**src/rtl/uart_cfg_pkg.sv**
```systemverilog
// Shared types and helpers for the configurable UART receiver.
//   parity_e     - decoded parity mode (raw code 3 decodes to PAR_NONE)
//   rx_state_e   - receiver FSM states
//   rx_status_t  - error/status flags that travel with each received word
package uart_cfg_pkg;

    localparam int DATA_BITS_MIN = 5;

    typedef enum logic [1:0] {
        PAR_NONE = 2'd0,
        PAR_EVEN = 2'd1,
        PAR_ODD  = 2'd2
    } parity_e;

    typedef enum logic [2:0] {
        ST_IDLE,
        ST_START,
        ST_DATA,
        ST_PARITY,
        ST_STOP,
        ST_BRK_WAIT
    } rx_state_e;

    typedef struct packed {
        logic parity_err;
        logic frame_err;
        logic brk;
    } rx_status_t;

    function automatic parity_e decode_parity(input logic [1:0] raw);
        case (raw)
            2'd1:    return PAR_EVEN;
            2'd2:    return PAR_ODD;
            default: return PAR_NONE;
        endcase
    endfunction

    function automatic logic [3:0] clamp_data_bits(input logic [3:0] raw, input int max_bits);
        if (int'(raw) < DATA_BITS_MIN) return 4'(DATA_BITS_MIN);
        if (int'(raw) > max_bits)      return 4'(max_bits);
        return raw;
    endfunction

endpackage

```
**src/rtl/uart_rx_cfg_if.sv**
```systemverilog
// Valid/ready stream carrying one received word plus its error flags.
//   out_valid       - word available (producer)
//   out_ready       - consumer accepts when out_valid && out_ready
//   out_data        - received data, LSB first on the line, unused upper bits zero
//   out_parity_err  - parity mismatch
//   out_frame_err   - a stop bit sampled low
//   out_break       - break frame
interface uart_rx_cfg_if #(
    parameter int MAX_DATA_BITS = 9
) ();

    logic                     out_valid;
    logic                     out_ready;
    logic [MAX_DATA_BITS-1:0] out_data;
    logic                     out_parity_err;
    logic                     out_frame_err;
    logic                     out_break;

    modport master (
        output out_valid, out_data, out_parity_err, out_frame_err, out_break,
        input  out_ready
    );

    modport slave (
        input  out_valid, out_data, out_parity_err, out_frame_err, out_break,
        output out_ready
    );

endinterface

```
**src/rtl/uart_bit_sampler.sv**
```systemverilog
// Input synchroniser, oversampling tick counter and 3-sample majority vote.
//   clk, rst      - clock, synchronous active-high reset
//   tick          - oversampling enable, OVERSAMPLE per bit
//   rx            - asynchronous serial input
//   restart       - realign the counter (start edge seen); counter reads 0 afterwards
//   rxs           - synchronised rx
//   bit_value     - 2-of-3 majority, valid while bit_strobe is high
//   bit_strobe    - tick on which the majority of the current bit is decided
//   bit_boundary  - tick on which the counter wraps into the next bit
module uart_bit_sampler #(
    parameter int OVERSAMPLE  = 16,
    parameter int SYNC_STAGES = 2
) (
    input  logic clk,
    input  logic rst,
    input  logic tick,
    input  logic rx,
    input  logic restart,
    output logic rxs,
    output logic bit_value,
    output logic bit_strobe,
    output logic bit_boundary
);

    localparam int CW = $clog2(OVERSAMPLE);
    localparam logic [CW-1:0] S_FIRST = CW'(OVERSAMPLE / 2 - 1);
    localparam logic [CW-1:0] S_MID   = CW'(OVERSAMPLE / 2);
    localparam logic [CW-1:0] S_LAST  = CW'(OVERSAMPLE / 2 + 1);
    localparam logic [CW-1:0] S_WRAP  = CW'(OVERSAMPLE - 1);

    logic [SYNC_STAGES-1:0] sync_q;
    logic [CW-1:0]          s;
    logic                   samp_a;
    logic                   samp_b;

    // NOTE: non-blocking assignments in clocked blocks so every flop sees pre-edge values.
    always_ff @(posedge clk) begin
        if (rst) begin
            // NOTE: the synchroniser resets to idle-high so reset release never mimics a start bit.
            sync_q <= '1;
            s      <= '0;
            samp_a <= 1'b1;
            samp_b <= 1'b1;
        end else begin
            sync_q <= {sync_q[SYNC_STAGES-2:0], rx};
            if (restart)
                s <= '0;
            else if (tick)
                s <= (s == S_WRAP) ? '0 : s + 1'b1;
            if (tick && s == S_FIRST) samp_a <= rxs;
            if (tick && s == S_MID)   samp_b <= rxs;
        end
    end

    assign rxs          = sync_q[SYNC_STAGES-1];
    // Third sample is taken live on the deciding tick.
    assign bit_value    = (samp_a & samp_b) | (samp_a & rxs) | (samp_b & rxs);
    assign bit_strobe   = tick && (s == S_LAST);
    assign bit_boundary = tick && (s == S_WRAP);

endmodule

```
**src/rtl/uart_rx_cfg.sv**
```systemverilog
// Runtime-configurable UART receiver with valid/ready output stream.
//   clk, rst       - clock, synchronous active-high reset
//   tick           - oversampling enable, OVERSAMPLE per bit
//   rx             - asynchronous serial input, idles high
//   cfg_data_bits  - data length (clamped to 5..MAX_DATA_BITS), latched at start detection
//   cfg_parity     - 0 none, 1 even, 2 odd, 3 none
//   cfg_stop2      - two stop bits
//   stream         - output word + flags (valid/ready)
//   overrun        - one-clk pulse when a completed word is dropped
//   busy           - receiver not idle
module uart_rx_cfg
    import uart_cfg_pkg::*;
#(
    parameter int MAX_DATA_BITS = 9,
    parameter int OVERSAMPLE    = 16,
    parameter int SYNC_STAGES   = 2
) (
    input  logic                clk,
    input  logic                rst,
    input  logic                tick,
    input  logic                rx,
    input  logic [3:0]          cfg_data_bits,
    input  logic [1:0]          cfg_parity,
    input  logic                cfg_stop2,
    uart_rx_cfg_if.master       stream,
    output logic                overrun,
    output logic                busy
);

    localparam int CW = $clog2(OVERSAMPLE);

    logic rxs, bit_value, bit_strobe, bit_boundary, restart;

    uart_bit_sampler #(
        .OVERSAMPLE  (OVERSAMPLE),
        .SYNC_STAGES (SYNC_STAGES)
    ) u_sampler (
        .clk          (clk),
        .rst          (rst),
        .tick         (tick),
        .rx           (rx),
        .restart      (restart),
        .rxs          (rxs),
        .bit_value    (bit_value),
        .bit_strobe   (bit_strobe),
        .bit_boundary (bit_boundary)
    );

    rx_state_e                state_q, state_n;
    logic [3:0]               len_q, len_n;
    parity_e                  par_q, par_n;
    logic                     stop2_q, stop2_n;
    logic [3:0]               idx_q, idx_n;
    logic [MAX_DATA_BITS-1:0] data_q, data_n;
    logic                     par_acc_q, par_acc_n;
    logic                     zero_q, zero_n;      // every bit so far was 0 (break candidate)
    rx_status_t               status_q, status_n;
    logic [CW-1:0]            brk_cnt_q, brk_cnt_n;
    logic                     complete;

    logic                     valid_q;
    logic [MAX_DATA_BITS-1:0] out_data_q;
    rx_status_t               out_status_q;

    always_ff @(posedge clk) begin
        if (rst) begin
            state_q   <= ST_IDLE;
            len_q     <= 4'(DATA_BITS_MIN);
            par_q     <= PAR_NONE;
            stop2_q   <= 1'b0;
            idx_q     <= '0;
            data_q    <= '0;
            par_acc_q <= 1'b0;
            zero_q    <= 1'b0;
            status_q  <= '0;
            brk_cnt_q <= '0;
        end else begin
            state_q   <= state_n;
            len_q     <= len_n;
            par_q     <= par_n;
            stop2_q   <= stop2_n;
            idx_q     <= idx_n;
            data_q    <= data_n;
            par_acc_q <= par_acc_n;
            zero_q    <= zero_n;
            status_q  <= status_n;
            brk_cnt_q <= brk_cnt_n;
        end
    end

    // NOTE: every variable gets a default first so no latch is inferred.
    always_comb begin
        state_n   = state_q;
        len_n     = len_q;
        par_n     = par_q;
        stop2_n   = stop2_q;
        idx_n     = idx_q;
        data_n    = data_q;
        par_acc_n = par_acc_q;
        zero_n    = zero_q;
        status_n  = status_q;
        brk_cnt_n = brk_cnt_q;
        restart   = 1'b0;
        complete  = 1'b0;

        case (state_q)
            ST_IDLE: begin
                if (tick && !rxs) begin
                    state_n   = ST_START;
                    restart   = 1'b1;
                    len_n     = clamp_data_bits(cfg_data_bits, MAX_DATA_BITS);
                    par_n     = decode_parity(cfg_parity);
                    stop2_n   = cfg_stop2;
                    idx_n     = '0;
                    data_n    = '0;
                    par_acc_n = 1'b0;
                    zero_n    = 1'b1;
                    status_n  = '0;
                end
            end
            ST_START: begin
                // A high majority means a glitch, not a start bit.
                if (bit_strobe && bit_value)
                    state_n = ST_IDLE;
                else if (bit_boundary)
                    state_n = ST_DATA;
            end
            ST_DATA: begin
                if (bit_strobe) begin
                    data_n    = data_q | (MAX_DATA_BITS'(bit_value) << idx_q);
                    par_acc_n = par_acc_q ^ bit_value;
                    zero_n    = zero_q & ~bit_value;
                end
                if (bit_boundary) begin
                    if (idx_q == len_q - 4'd1) begin
                        idx_n   = '0;
                        state_n = (par_q == PAR_NONE) ? ST_STOP : ST_PARITY;
                    end else begin
                        idx_n = idx_q + 4'd1;
                    end
                end
            end
            ST_PARITY: begin
                if (bit_strobe) begin
                    status_n.parity_err = (par_q == PAR_ODD) ? ~(par_acc_q ^ bit_value)
                                                             :  (par_acc_q ^ bit_value);
                    zero_n = zero_q & ~bit_value;
                end
                if (bit_boundary) begin
                    idx_n   = '0;
                    state_n = ST_STOP;
                end
            end
            ST_STOP: begin
                if (bit_strobe) begin
                    if (!bit_value) status_n.frame_err = 1'b1;
                    if (idx_q == 4'd0 && !bit_value && zero_q) status_n.brk = 1'b1;
                    // Finish mid-way through the last stop bit to leave room for resync.
                    if (idx_q == {3'b000, stop2_q}) begin
                        complete  = 1'b1;
                        brk_cnt_n = '0;
                        state_n   = status_n.brk ? ST_BRK_WAIT : ST_IDLE;
                    end
                end else if (bit_boundary) begin
                    idx_n = idx_q + 4'd1;
                end
            end
            ST_BRK_WAIT: begin
                if (tick) begin
                    if (!rxs) begin
                        brk_cnt_n = '0;
                    end else if (brk_cnt_q == CW'(OVERSAMPLE - 1)) begin
                        brk_cnt_n = '0;
                        state_n   = ST_IDLE;
                    end else begin
                        brk_cnt_n = brk_cnt_q + 1'b1;
                    end
                end
            end
            default: state_n = ST_IDLE;
        endcase
    end

    // Output holding register: a completing word is dropped if the previous one is still unread.
    always_ff @(posedge clk) begin
        if (rst) begin
            valid_q      <= 1'b0;
            out_data_q   <= '0;
            out_status_q <= '0;
            overrun      <= 1'b0;
        end else begin
            overrun <= 1'b0;
            if (complete) begin
                if (valid_q && !stream.out_ready) begin
                    overrun <= 1'b1;
                end else begin
                    valid_q      <= 1'b1;
                    out_data_q   <= data_n;
                    out_status_q <= status_n;
                end
            end else if (valid_q && stream.out_ready) begin
                valid_q <= 1'b0;
            end
        end
    end

    assign stream.out_valid      = valid_q;
    assign stream.out_data       = out_data_q;
    assign stream.out_parity_err = out_status_q.parity_err;
    assign stream.out_frame_err  = out_status_q.frame_err;
    assign stream.out_break      = out_status_q.brk;
    assign busy                  = (state_q != ST_IDLE);

endmodule
```
**src/flat_wrapper.sv**
```systemverilog
// flat-port wrapper written by rule: the top's interface ports become plain ports
module uart_rx_cfg_flat import uart_cfg_pkg::*;
#(
    parameter int MAX_DATA_BITS = 9,
    parameter int OVERSAMPLE    = 16,
    parameter int SYNC_STAGES   = 2
)
  (clk, rst, tick, rx, cfg_data_bits, cfg_parity, cfg_stop2, overrun, busy, stream_out_valid, stream_out_data, stream_out_parity_err, stream_out_frame_err, stream_out_break, stream_out_ready);
  uart_rx_cfg_if #(.MAX_DATA_BITS(MAX_DATA_BITS)) stream_i ();
  input  logic clk;
  input  logic rst;
  input  logic tick;
  input  logic rx;
  input  logic [3:0] cfg_data_bits;
  input  logic [1:0] cfg_parity;
  input  logic cfg_stop2;
  output logic overrun;
  output logic busy;
  output wire logic [$bits(stream_i.out_valid)-1:0] stream_out_valid;
  output wire logic [$bits(stream_i.out_data)-1:0] stream_out_data;
  output wire logic [$bits(stream_i.out_parity_err)-1:0] stream_out_parity_err;
  output wire logic [$bits(stream_i.out_frame_err)-1:0] stream_out_frame_err;
  output wire logic [$bits(stream_i.out_break)-1:0] stream_out_break;
  input wire logic [$bits(stream_i.out_ready)-1:0] stream_out_ready;
  assign stream_out_valid = stream_i.out_valid;
  assign stream_out_data = stream_i.out_data;
  assign stream_out_parity_err = stream_i.out_parity_err;
  assign stream_out_frame_err = stream_i.out_frame_err;
  assign stream_out_break = stream_i.out_break;
  assign stream_i.out_ready = stream_out_ready;
  uart_rx_cfg #(.MAX_DATA_BITS(MAX_DATA_BITS), .OVERSAMPLE(OVERSAMPLE), .SYNC_STAGES(SYNC_STAGES)) u_core (.clk(clk), .rst(rst), .tick(tick), .rx(rx), .cfg_data_bits(cfg_data_bits), .cfg_parity(cfg_parity), .cfg_stop2(cfg_stop2), .stream(stream_i), .overrun(overrun), .busy(busy));
endmodule
```
**config.mk**
```make
export PLATFORM = sky130hd
export DESIGN_NAME = uart_rx_cfg_flat
export DESIGN_NICKNAME = d
export VERILOG_FILES = /design/src/rtl/uart_cfg_pkg.sv /design/src/rtl/uart_rx_cfg_if.sv /design/src/rtl/uart_bit_sampler.sv /design/src/rtl/uart_rx_cfg.sv /design/src/flat_wrapper.sv
export SDC_FILE = /design/constraint.sdc
export NUM_CORES = 1
export LEC_CHECK = 0
export BUFFER_PORTS_ARGS = -buffer_cell sky130_fd_sc_hd__buf_2
export CAP_MARGIN = 20
export CORE_AREA = 2 2 71 80
export DETAILED_ROUTE_END_ITERATION = 6
export DIE_AREA = 0 0 73 82
export PLACE_DENSITY_LB_ADDON = 0.3
export SETUP_SLACK_MARGIN = 0.02
export SLEW_MARGIN = 10
export SYNTH_ARGS = -nofsm -noshare
export SYNTH_HDL_FRONTEND = slang
export SYNTH_SLANG_ARGS = --single-unit
```
**constraint.sdc**
```tcl
create_clock -name clk -period 1.9 [get_ports clk]
set_clock_uncertainty 0.05 [all_clocks]
set_input_delay 0.38 -clock clk [delete_from_list [all_inputs] [get_ports clk]]
set_output_delay 0.38 -clock clk [all_outputs]
set_load 0.005 [all_outputs]
```
== After elaboration in Yosys (flattened, before gate mapping) ==
Index checks and enable logic that the tools add are counted.

* Order comparisons: 2
* $mul: 0
* Shift operators: 1
* Add/subtract/negate cells: 4
* Bitwise gates (word level): 12
* Mux-type cells: 68
* Divide/modulo/power cells: 0
* Eq/ne operators: 30
* Reductions and logical operators: 33

{| class="wikitable"
|+ Operator list
! operator !! count
|-
| two-way mux 4 bit || 16
|-
| two-way mux 3 bit || 14
|-
| two-way mux 1 bit || 26
|-
| inequality test 2 x 1 -> 1 bit (second input constant) || 10
|-
| two-way mux 9 bit || 2
|-
| one-hot mux 3 bit (6 select lines) || 1
|-
| one-hot mux 9 bit (2 select lines) || 1
|-
| == test 4 bit (second input constant) || 4
|-
| one-hot mux 4 bit (4 select lines) || 1
|-
| adder 4 x 1 -> 4 bit (second input constant) || 3
|-
| logical AND 1 bit || 10
|-
| AND reduction 10 bit || 1
|-
| OR 9 bit || 1
|-
| << shifter 1 x 4 -> 9 bit || 1
|-
| inequality test 2 bit (second input constant) || 4
|-
| one-hot mux 2 bit (2 select lines) || 2
|-
| one-hot mux 4 bit (2 select lines) || 1
|-
| nonzero test 2 bit || 4
|-
| == test 3 x 2 -> 1 bit (second input constant) || 2
|-
| == test 3 bit (second input constant) || 2
|-
| one-hot mux 1 bit (2 select lines) || 3
|-
| AND reduction 2 bit || 3
|-
| AND reduction 3 bit || 2
|-
| AND reduction 6 bit || 1
|-
| other kinds (23) || 35
|}

* Output and inout bits: 15
* Bits in latches: 0
* Memories: 0
* RAM bits: 0
* Word-level logic and storage cells: 172
* Register bits: 54
* Input bits: 12
* ROM bits: 0

== Depth between registers and ports, before layout ==
Gate-level depths: netlist of run 1.

* Word-level depth: 13
* Depth in mapped cells: 10
* Depth with buffers taken out: 7

== Modules after synthesis ==
A second synthesis of run 1 with hierarchy kept.

* Cells, all modules: 335
* Area total of the unflattened synthesis: 2728.9 um^2

{| class="wikitable"
|+ By module, submodules not included
! module !! cells each !! instances !! seq. area each (um^2) !! area an instance (um^2)
|-
| uart_rx_cfg || 296 || 1 || 920.9 || 2351.0
|-
| uart_bit_sampler || 39 || 1 || 160.2 || 377.9
|}

== Least setup slack after synthesis of run 1 ==
OpenSTA, ideal clock, no wires.

* Path type: register to register
* From: register u_core.u_sampler.s[0]
* To: register u_core.state_q[1]
* Setup time: 0.121 ns
* Path buffers: 1
* Data required time: 1.729 ns
* Cell stages (with the launch flop): 8
* Path slack: -0.204 ns
* Arrival: 1.933 ns
* Clock period less this slack: 2.104 ns
* Cell sequence: dfxtp_1 ha_1 and4b_1 buf_6 a31oi_1 a311o_1 or3_4 mux2_4

* Cells in the longest elaborated chain, start to end: 5
* Elaborated cells on any way between the ends: 12
* Classes of those cells: eq/ne (6); mux (2); reduce/logical (4)

{| class="wikitable"
|+ RTL lines
! element !! RTL line !! RTL
|-
| start: declaration || uart_bit_sampler.sv:32 || <nowiki>logic [CW-1:0] s;</nowiki>
|-
| start signal: assignment || uart_bit_sampler.sv:49 || <nowiki>s <= (s == S_WRAP) ? '0 : s + 1'b1;</nowiki>
|-
| == test 4 bit || uart_bit_sampler.sv:58 || <nowiki>assign bit_strobe = tick && (s == S_LAST);</nowiki>
|-
| logical AND 1 bit || uart_bit_sampler.sv:58 ||
|-
| logical AND 1 bit || uart_rx_cfg.sv:123 || <nowiki>if (bit_strobe && bit_value)</nowiki>
|-
| inequality test 3 x 1 -> 1 bit (no line) or two-way mux 3 bit (tied branches) || - ||
|-
| AND reduction 10 bit (no line) or one-hot mux 3 bit (6 select lines) (tied branches) || - ||
|-
| end signal: assignment || uart_rx_cfg.sv:78 || <nowiki>state_q <= state_n;</nowiki>
|-
| end: declaration || uart_rx_cfg.sv:49 || <nowiki>rx_state_e state_q, state_n;</nowiki>
|}

Several ways; a longest one is shown, not always the timed one.
A chain may end at the register's enable or synchronous reset.

== Final worst setup path of run 1 ==
* From: register u_core.u_sampler.s[1]
* To: register u_core.state_q[2]

The elaborated chain is that of the path after synthesis.

==> summary.md, run 1 <==
| Metric | Value |
|---|---|
| Crit share post-route | 108% |
| Vias in the first global route | approximately 2400 |
| Core area | roughly 0.0052 sq mm |
| CP Capture Type | flip-flop |
| DIE WIDTH | ~73 um |
| FF+latch count, synth | between 50 and 60 |
| Global-route wire length before repair | around 11 mm |
| Sw Ratio | about 29% |
| Root Buffer | clkbuf_8 |
| GP Congestion | approximately 0.9 |
| Clock share of power | between 30% and 40% |
| Ys async rst share | 0% |
| Final min period | a little over 2000 ps |
| # DRC | 0 |
| Worst-Skew Late Latency | approximately 320 ps |
| Core Util, Final | between 60 and 70% |
| Worst-path cell chain | inv_2 -> ha_4 -> and4b_2 -> a31oi_2 -> a311o_1 -> or3_4 -> mux2_4 |
| Register area share after synthesis | between 40% and 50% |
| Dpl hpwl | roughly 4.7 mm |
| Final Worst Setup Slack | -160 ps |
| Remaining global-route overflow | 0 |
| Layout cells sized above 1 | between 30% and 40% |
| Via/cell ratio | ~5.8 |
| H-tree Lvls | 2 |
| Via count | 2604 |
| Failing checks | negative setup slack |
| CTS tree | done |
| Row count | 28 |
| EDFF count, synth | 0 |
| Most frequent cells in the layout | 56 x buf_4, 51 x dfxtp_1, 37 x nor2_1, 28 x nand2_1, 26 x buf_2 |
| Hold slack | 189 ps |
| Pwr dens | roughly 730 mW/mm^2 |
| FF-to-FF path depth | 7 |
| Post-Syn Nets | around 340 |
| Placed cell area | around 0.0032 sq mm |
| Tightest Pin Transition | 540 ps |
| Delay-heaviest family, CP | simple AND/OR/NAND/NOR gates |
| Die ar. | between 0.005 and 0.006 sq mm |
| Inserted Diodes | 0 |
| WL final | roughly 6.9 mm |
| Comb pwr share | ~22% |
| Overall die height | 82 um |
| Buf/Inv on CP | 1 |
| I/O pin count | 27 |
| Design Area, Final | 0.00353 sq mm |
| Reg power frac | 46.2% |
| Initial DRC Count | 162 |
| Commonest non-fill, non-tap cell in the layout | buf_4 |
| Initial antenna violation count | 0 |
| Detailed Routing Iterations Pass 1 | 5 |
| Post-Syn Instances | 316 |
| Syn avg cell area | approximately 8.4 sq um |
| Clock buffer depth | 2 |
| Hold_buf cts | 0 |
| WL per Instance | ~15 um |
| ANT nets after route | 0 |
| CP max stage delay | between 300 and 400 ps |
| Setup-failing EPs final | 16 |
| Num Clock Sinks | between 50 and 60 |
| Worst vdd ir | roughly 0.00058 V |
| Hold Crit Depth | 2 |
| Tot Pwr | 2.58 mW |
| MaxCap Viol Count | 0 |
| Ys Warns | 0 |
| Clock slew at reported path FFs | 110 ps |
| CP max-delay cell | or3_4 |
| Crit path max fanout | 3 |
| Final nets | roughly 410 |
| Number of distinct library cells after synthesis | 50 |
| Leak | ~1.4 nW |
| Stages on worst setup path | 7 |
| Mapped Area | around 0.0027 sq mm |
| Final Hold Fails | 0 |
| Net Switching | roughly 0.74 mW |
| Number of CTS-inserted buffers | 5 |
| Power Internal | 1.84 mW |
| Most common flop cell mapped by yosys | dfxtp_1 |
| Initial Util | roughly half |
| PortBufs | 26 |
| Largest net degree at the start of global routing | 28 |
| Run status | complete, but fails checks |
| Crit Path Class | reg -> reg |
| Relative slew slack | about 64% |
| HP Class | in -> reg |
| Layout area overhead | 32.3% |
| CP Launch Type | flip-flop |
| RSZ-0062 raised after global routing | true |
| Required @ worst endpoint | 2070 ps |
| Max-slew violation count | 0 |
| Global Route Usage Sum | a little under a quarter |
| Worst endpoint data arrival time | about 2200 ps |
| FMAX | slightly below 0.5 GHz |
[cell type report]
type | instances | area, sq um
timing repair buffer | 88 | 641
sequential | 54 | 1090
clock inverter | 3 | 47.5
fill | 443 | 1690
tap | 60 | 75.1
multi-input combinational | 228 | 1570
clock buffer | 5 | 68.8
inverter | 11 | 41.3
[Yosys cell counts (3+ instances only)]
library cell / count / area share, %
inv_1: 11 / 1.5
ha_1: 7 / 3.3
nand3_1: 9 / 1.7
nand3b_1: 4 / 1.1
xor2_1: 3 / 0.98
a211oi_1: 12 / 3.4
nor4_1: 3 / 0.70
a22oi_1: 5 / 1.4
o21ai_0: 7 / 1.3
a21oi_1: 20 / 3.7
a32oi_1: 6 / 2.0
clkbuf_1: 11 / 1.5
buf_2: 10 / 1.9
or2_2: 3 / 0.70
nor2b_1: 8 / 1.9
nand4b_1: 4 / 1.3
nand2b_1: 4 / 0.94
xnor2_1: 6 / 2.0
or3_1: 4 / 0.94
dfxtp_1: 54 / 40
nor3_1: 10 / 1.9
nor2_1: 42 / 5.9
a31oi_1: 7 / 1.6
nand2_1: 29 / 4.1
a211o_1: 5 / 1.6
[path summary, 6_finish.rpt]
check	start	endpoint	slack (ps)
setup / recovery	u_core.u_sampler.s[1]$_SDFFE_PP0P_	u_core.state_q[2]$_SDFFE_PP0P_	-160
hold / removal	rx	u_core.u_sampler.sync_q[0]$_SDFF_PP1_	190
setup reg to reg	u_core.u_sampler.s[1]$_SDFFE_PP0P_	u_core.state_q[2]$_SDFFE_PP0P_	-160
hold reg to reg	u_core.u_sampler.sync_q[0]$_SDFF_PP1_	u_core.u_sampler.sync_q[1]$_SDFF_PP1_	370
[timing repair]
item,CTS,global route
cloned,1,1
gates resized for setup,5,27
hold endpoints to repair,0,0
endpoints found under the setup margin,23,27
pin swaps,2,12
buffers inserted,3,7
[sequential cells by signal (all words and copies together), names as in the netlist, 2 cells and up]
signal / flops
u_core.status_q: 3
u_core.state_q: 3
u_core.brk_cnt_q: 4
u_core.u_sampler.s: 4
u_core.idx_q: 4
u_core.stream.out_data: 9
u_core.len_q: 4
u_core.u_sampler.sync_q: 2
u_core.par_q: 2
u_core.data_q: 9
[logic make-up (layout without fill, tap and decap cells)]
family | after synthesis | after routing | synth area share, %
AO/OA/AOI/OAI | 71 | 71 | 17.9
XOR/XNOR | 10 | 10 | 3.98
adder cells (fa/ha/maj) | 8 | 8 | 3.80
buffers and inverters | 34 | 107 | 5.81
flip-flops | 54 | 54 | 40.5
multiplexers | 4 | 4 | 1.92
AND/OR/NAND/NOR | 135 | 135 | 26.1
[metal layers]
| metal | share of wire [%] | track usage, % | vias to the layer above |
|---|---|---|---|
| met5 | 0 | 0 | - |
| met4 | 2.1 | 8.70 | 0 |
| met3 | 3.6 | 3.68 | 15 |
| met2 | 50 | 41.1 | 64 |
| met1 | 44 | 28.2 | 1259 |
| li1 | - | - | 1266 |
[power groups by stage]
stage	Combinational, mW	Clock [mW]	Sequential [mW]
finish	0.576	0.814	1.19
global route	0.619	0.870	1.20
CTS	0.507	0.816	1.19
detailed placement	0.498	0	1.22
global placement	0.491	0	1.22
floorplan	0.303	0	1.20
[metrics by stage]
step	instances	setup TNS, ps	worst slack, ps
2_1_floorplan	316	-289	-145
3_3_place_gp	430	-556	-143
5_1_grt	449	-3190	-237
4_1_cts	442	-433	-109
3_5_place_dp	430	-1090	-189
6_report	449	-1070	-160
Power figures use the tool's default switching activity.
==> run 2: changes to the inputs <==
- CORE_AREA: 2 2 71 80 -> 2 2 72 81
- DIE_AREA: 0 0 73 82 -> 0 0 74 83
- SYNTH_HIERARCHICAL: not set -> 1
==> run 2 against run 1 <==
  * The flow still finishes with violations (negative setup slack)
  * First-iteration DRC count is 31% lower
  * Die area rose by 2.6%
  * Global-route usage shrank 1.6 points
  * Highest routed layer unchanged
==> summary.md, run 2 <==
| Metric | Value |
|---|---|
| # DRC | 0 (unchanged) |
| Global Route Usage Sum | 21.6% (-1.6 points) |
| Failing checks | negative setup slack |
| Detailed Routing Iterations Pass 1 | 4 (-1) |
| FF+latch count, synth | 54 (unchanged) |
| Required @ worst endpoint | 2090 ps (+20 ps) |
| CP Launch Type | flip-flop |
| Number of distinct library cells after synthesis | 56 (+12%) |
| Worst-Skew Late Latency | 300 ps (-20 ps) |
| Post-Syn Nets | 354 (+5.7%) |
| Worst vdd ir | 0.000437 V (-25%) |
| Area contributors post-synth | dfxtp_1 40%, a21oi_1 5.3%, nand2_1 5.1% |
| Dpl hpwl | 4.70 mm (+0.50%) |
| MaxCap Viol Count | 0 (unchanged) |
| Inst Count DP | 461 (+7.2%) |
| Net Switching | 0.797 mW (+7.1%) |
| Syn avg cell area | 8.15 sq um (-3.6%) |
| Clock slew at reported path FFs | 100 ps (about the same) |
| HP Class | in -> reg |
| Power Internal | 1.80 mW (-2.3%) |
| I/O pin count | 27 (unchanged) |
| Number of CTS-inserted buffers | 5 (unchanged) |
| Crit Path Class | reg -> reg |
| WL final | 7.15 mm (+4.2%) |
| Mapped Area | 0.00273 sq mm (+2.2%) |
| GP Congestion | 0.819 (-9.3%) |
| EDFF count, synth | 0 (unchanged) |
| PortBufs | 26 (unchanged) |
| Global-route wire length before repair | 10.9 mm (+0.31%) |
| Design Area, Final | 0.00368 sq mm (+4.2%) |
| Reg-to-reg setup timing slack | -80 ps (+80 ps) |
| Placed cell area | 0.00326 sq mm (+2.6%) |
| Clock buffer depth | 2 (unchanged) |
| DIE WIDTH | 74 um (+1.4%) |
| Setup-failing EPs final | 2 (-14) |
| Ys Warns | 6 (+6) |
| Post-synth top area share | 39.6% (-0.87 points) |
| Layout area overhead | 34.9% |
| Vias in the first global route | 2500 (+3.7%) |
| Final nets | 418 (+2.7%) |
| FMAX | 0.504 GHz (+3.8%) |
| CP max stage delay | 560 ps (+190 ps) |
| Hold_buf cts | 0 (unchanged) |
| Core Util, Final | 69.6% (+1.9 points) |
| Initial Util | 51.6% (+0.43 points) |
| Reg power frac | 46.7% (+0.5 points) |
| Num Clock Sinks | 54 (unchanged) |
| Top post-synthesis cells by count | 54 x dfxtp_1, 37 x nand2_1, 30 x nor2_1 |
| Final min period | 1980 ps (-75.7 ps) |
| Final Non-Filler Cells | 475 (+5.8%) |
| Hold slack | 200 ps (+10.7 ps) |
| Leak | 1.40 nW (-2.5%) |
| Tightest Pin Transition | 329 ps (-211 ps) |
| Relative slew slack | 77.9% (+14 points) |
| Ys async rst share | 0% (unchanged) |
| Inserted Diodes | 0 (unchanged) |
| Sw Ratio | 30.7% (+1.9 points) |
| Most frequent cells in the layout | 49 x buf_4, 47 x dfxtp_1, 36 x nand2_1, 28 x nor2_1, 26 x buf_2 |
| Post-Syn Instances | 335 (+6.0%) |
| Final Worst Setup Slack | -84.4 ps (+75.7 ps) |
| Final Hold Fails | 0 (unchanged) |
| Top-count cell post-synth | dfxtp_1 |
| Die ar. | 0.00614 sq mm (+2.6%) |
| Commonest non-fill, non-tap cell in the layout | buf_4 |
| Root Buffer | clkbuf_8 |
| Via/cell ratio | 5.69 (-1.8%) |
| Core area | 0.00529 sq mm (+1.3%) |
| Comb pwr share | 27.7% (+5.4 points) |
| Via count | 2705 (+3.9%) |
| Clock share of power | 25.6% (-5.9 points) |
| Yosys top cell by area | dfxtp_1 |
| CTS tree | done |
| Row count | 28 (unchanged) |
| RSZ-0062 raised after global routing | true |
| Run status | complete, but fails checks |
| Worst endpoint data arrival time | 2170 ps (-60 ps) |
| Initial DRC Count | 111 (-31%) |
| Remaining global-route overflow | 0 (unchanged) |
| CP Capture Type | flip-flop |
| Register area share after synthesis | 39.6% (-0.87 points) |
| Worst-path cell chain | buf_4 -> nor3_1 -> xnor2_1 -> a31oi_2 -> or4b_4 -> a21oi_2 |
| WL per Instance | 15.1 um (-1.5%) |
| CP max-delay cell | or4b_4 |
| H-tree Lvls | 2 (unchanged) |
| Overall die height | 83 um (+1.2%) |
| ANT nets after route | 0 (unchanged) |
| Setup WS pre-CTS | -136 ps (+52.9 ps) |
| Most common flop cell mapped by yosys | dfxtp_1 |
| Max-slew violation count | 0 (unchanged) |
| Crit path max fanout | 3 (unchanged) |
| Pwr dens | 704 mW/mm^2 (-3.6%) |
| Largest net degree at the start of global routing | 23 (-18%) |
| Initial antenna violation count | 0 (unchanged) |
| Layout cells sized above 1 | 37.8% (+2.5 points) |
| Crit share post-route | 104% (-4.0 points) |
==> run 2: changes by cell type after synthesis, moves of 5 or more <==
cell and delta:
nor2_1 -12, o21ai_0 +10, a211oi_1 -9, a21oi_1 +9, nand2_1 +8, a32oi_1 -5
o211ai_1 +5, or3_1 +5
==> run 2: cells by family after synthesis <==
| kind of cell | after synthesis | share of synthesized area [%] |
|---|---|---|
| muxes | 4 | 1.47 |
| buffers and inverters | 33 | 5.18 |
| and+or+nand+nor | 147 | 28.8 |
| DFF | 54 | 39.6 |
| adders and majority gates | 8 | 3.58 |
| AOI/OAI and AO/OA | 77 | 17.5 |
| xor gates and xnor gates | 12 | 3.85 |
==> run 2: critical path, delay by kind of cell, from the launching register on <==
| kind | cells | cell delay [ps] |
|---|---|---|
| AND/OR/NAND/NOR | 2 | 820 |
| AO/OA/AOI/OAI | 2 | 350 |
| flip-flops | 1 | 330 |
| XOR/XNOR | 1 | 230 |
| buffers and inverters | 1 | 140 |
==> run 2: final timing paths <==
| path | depth (start not counted) | start | to |
|---|---|---|---|
| setup / recovery | 6 | u_core/len_q[0]$_SDFFE_PP1P_ | u_core/state_q[2]$_SDFFE_PP0P_ |
| hold / removal | 2 | rx | u_core/u_sampler/sync_q[0]$_SDFF_PP1_ |
| setup reg to reg | 6 | u_core/len_q[0]$_SDFFE_PP1P_ | u_core/state_q[2]$_SDFFE_PP0P_ |
| hold reg to reg | 1 | u_core/u_sampler/sync_q[0]$_SDFF_PP1_ | u_core/u_sampler/sync_q[1]$_SDFF_PP1_ |
==> run 2: layout make-up <==
class	count	area (sq um)
Timing Repair Buffer	80	554
Inverter	10	45.0
Clock buffer	6	82.6
Fill cell	408	1610
Tap cell	75	93.8
Clock inverter	2	12.5
Sequential cell	54	1100
Multi-Input combinational cell	248	1800
==> run 2: stage by stage <==
stage,power [mW],setup TNS [ps]
detailed placement,1.78,-664
global route,2.71,-635
floorplan,1.57,-325
CTS,2.47,-52.2
global placement,1.77,-119
finish,2.59,-110
==> run 2: routing by layer <==
| layer | global-route usage [%] | vias to the layer above | routed length [um] |
|---|---|---|---|
| met5 | 0 | - | 0 |
| met4 | 7.11 | 0 | 189 |
| met3 | 3.76 | 18 | 276 |
| met2 | 38.6 | 87 | 3720 |
| met1 | 25.4 | 1285 | 2970 |
| li1 | - | 1315 | - |
==> run 2: what timing repair did <==
| action | 4_1_cts | 5_1_grt |
|---|---|---|
| endpoints found under the setup margin | 15 | 21 |
| resized for setup | 16 | 48 |
| pin swaps | 7 | 15 |
| setup buffers | 1 | 5 |
==> run 2: power by group through the flow <==
| stage | registers (mW) | clock network (mW) | logic (mW) |
|---|---|---|---|
| floorplan | 1.22 | 0 | 0.351 |
| CTS | 1.20 | 0.675 | 0.597 |
| global route | 1.22 | 0.731 | 0.767 |
| detailed placement | 1.22 | 0 | 0.558 |
| finish | 1.21 | 0.664 | 0.717 |
| global placement | 1.22 | 0 | 0.547 |
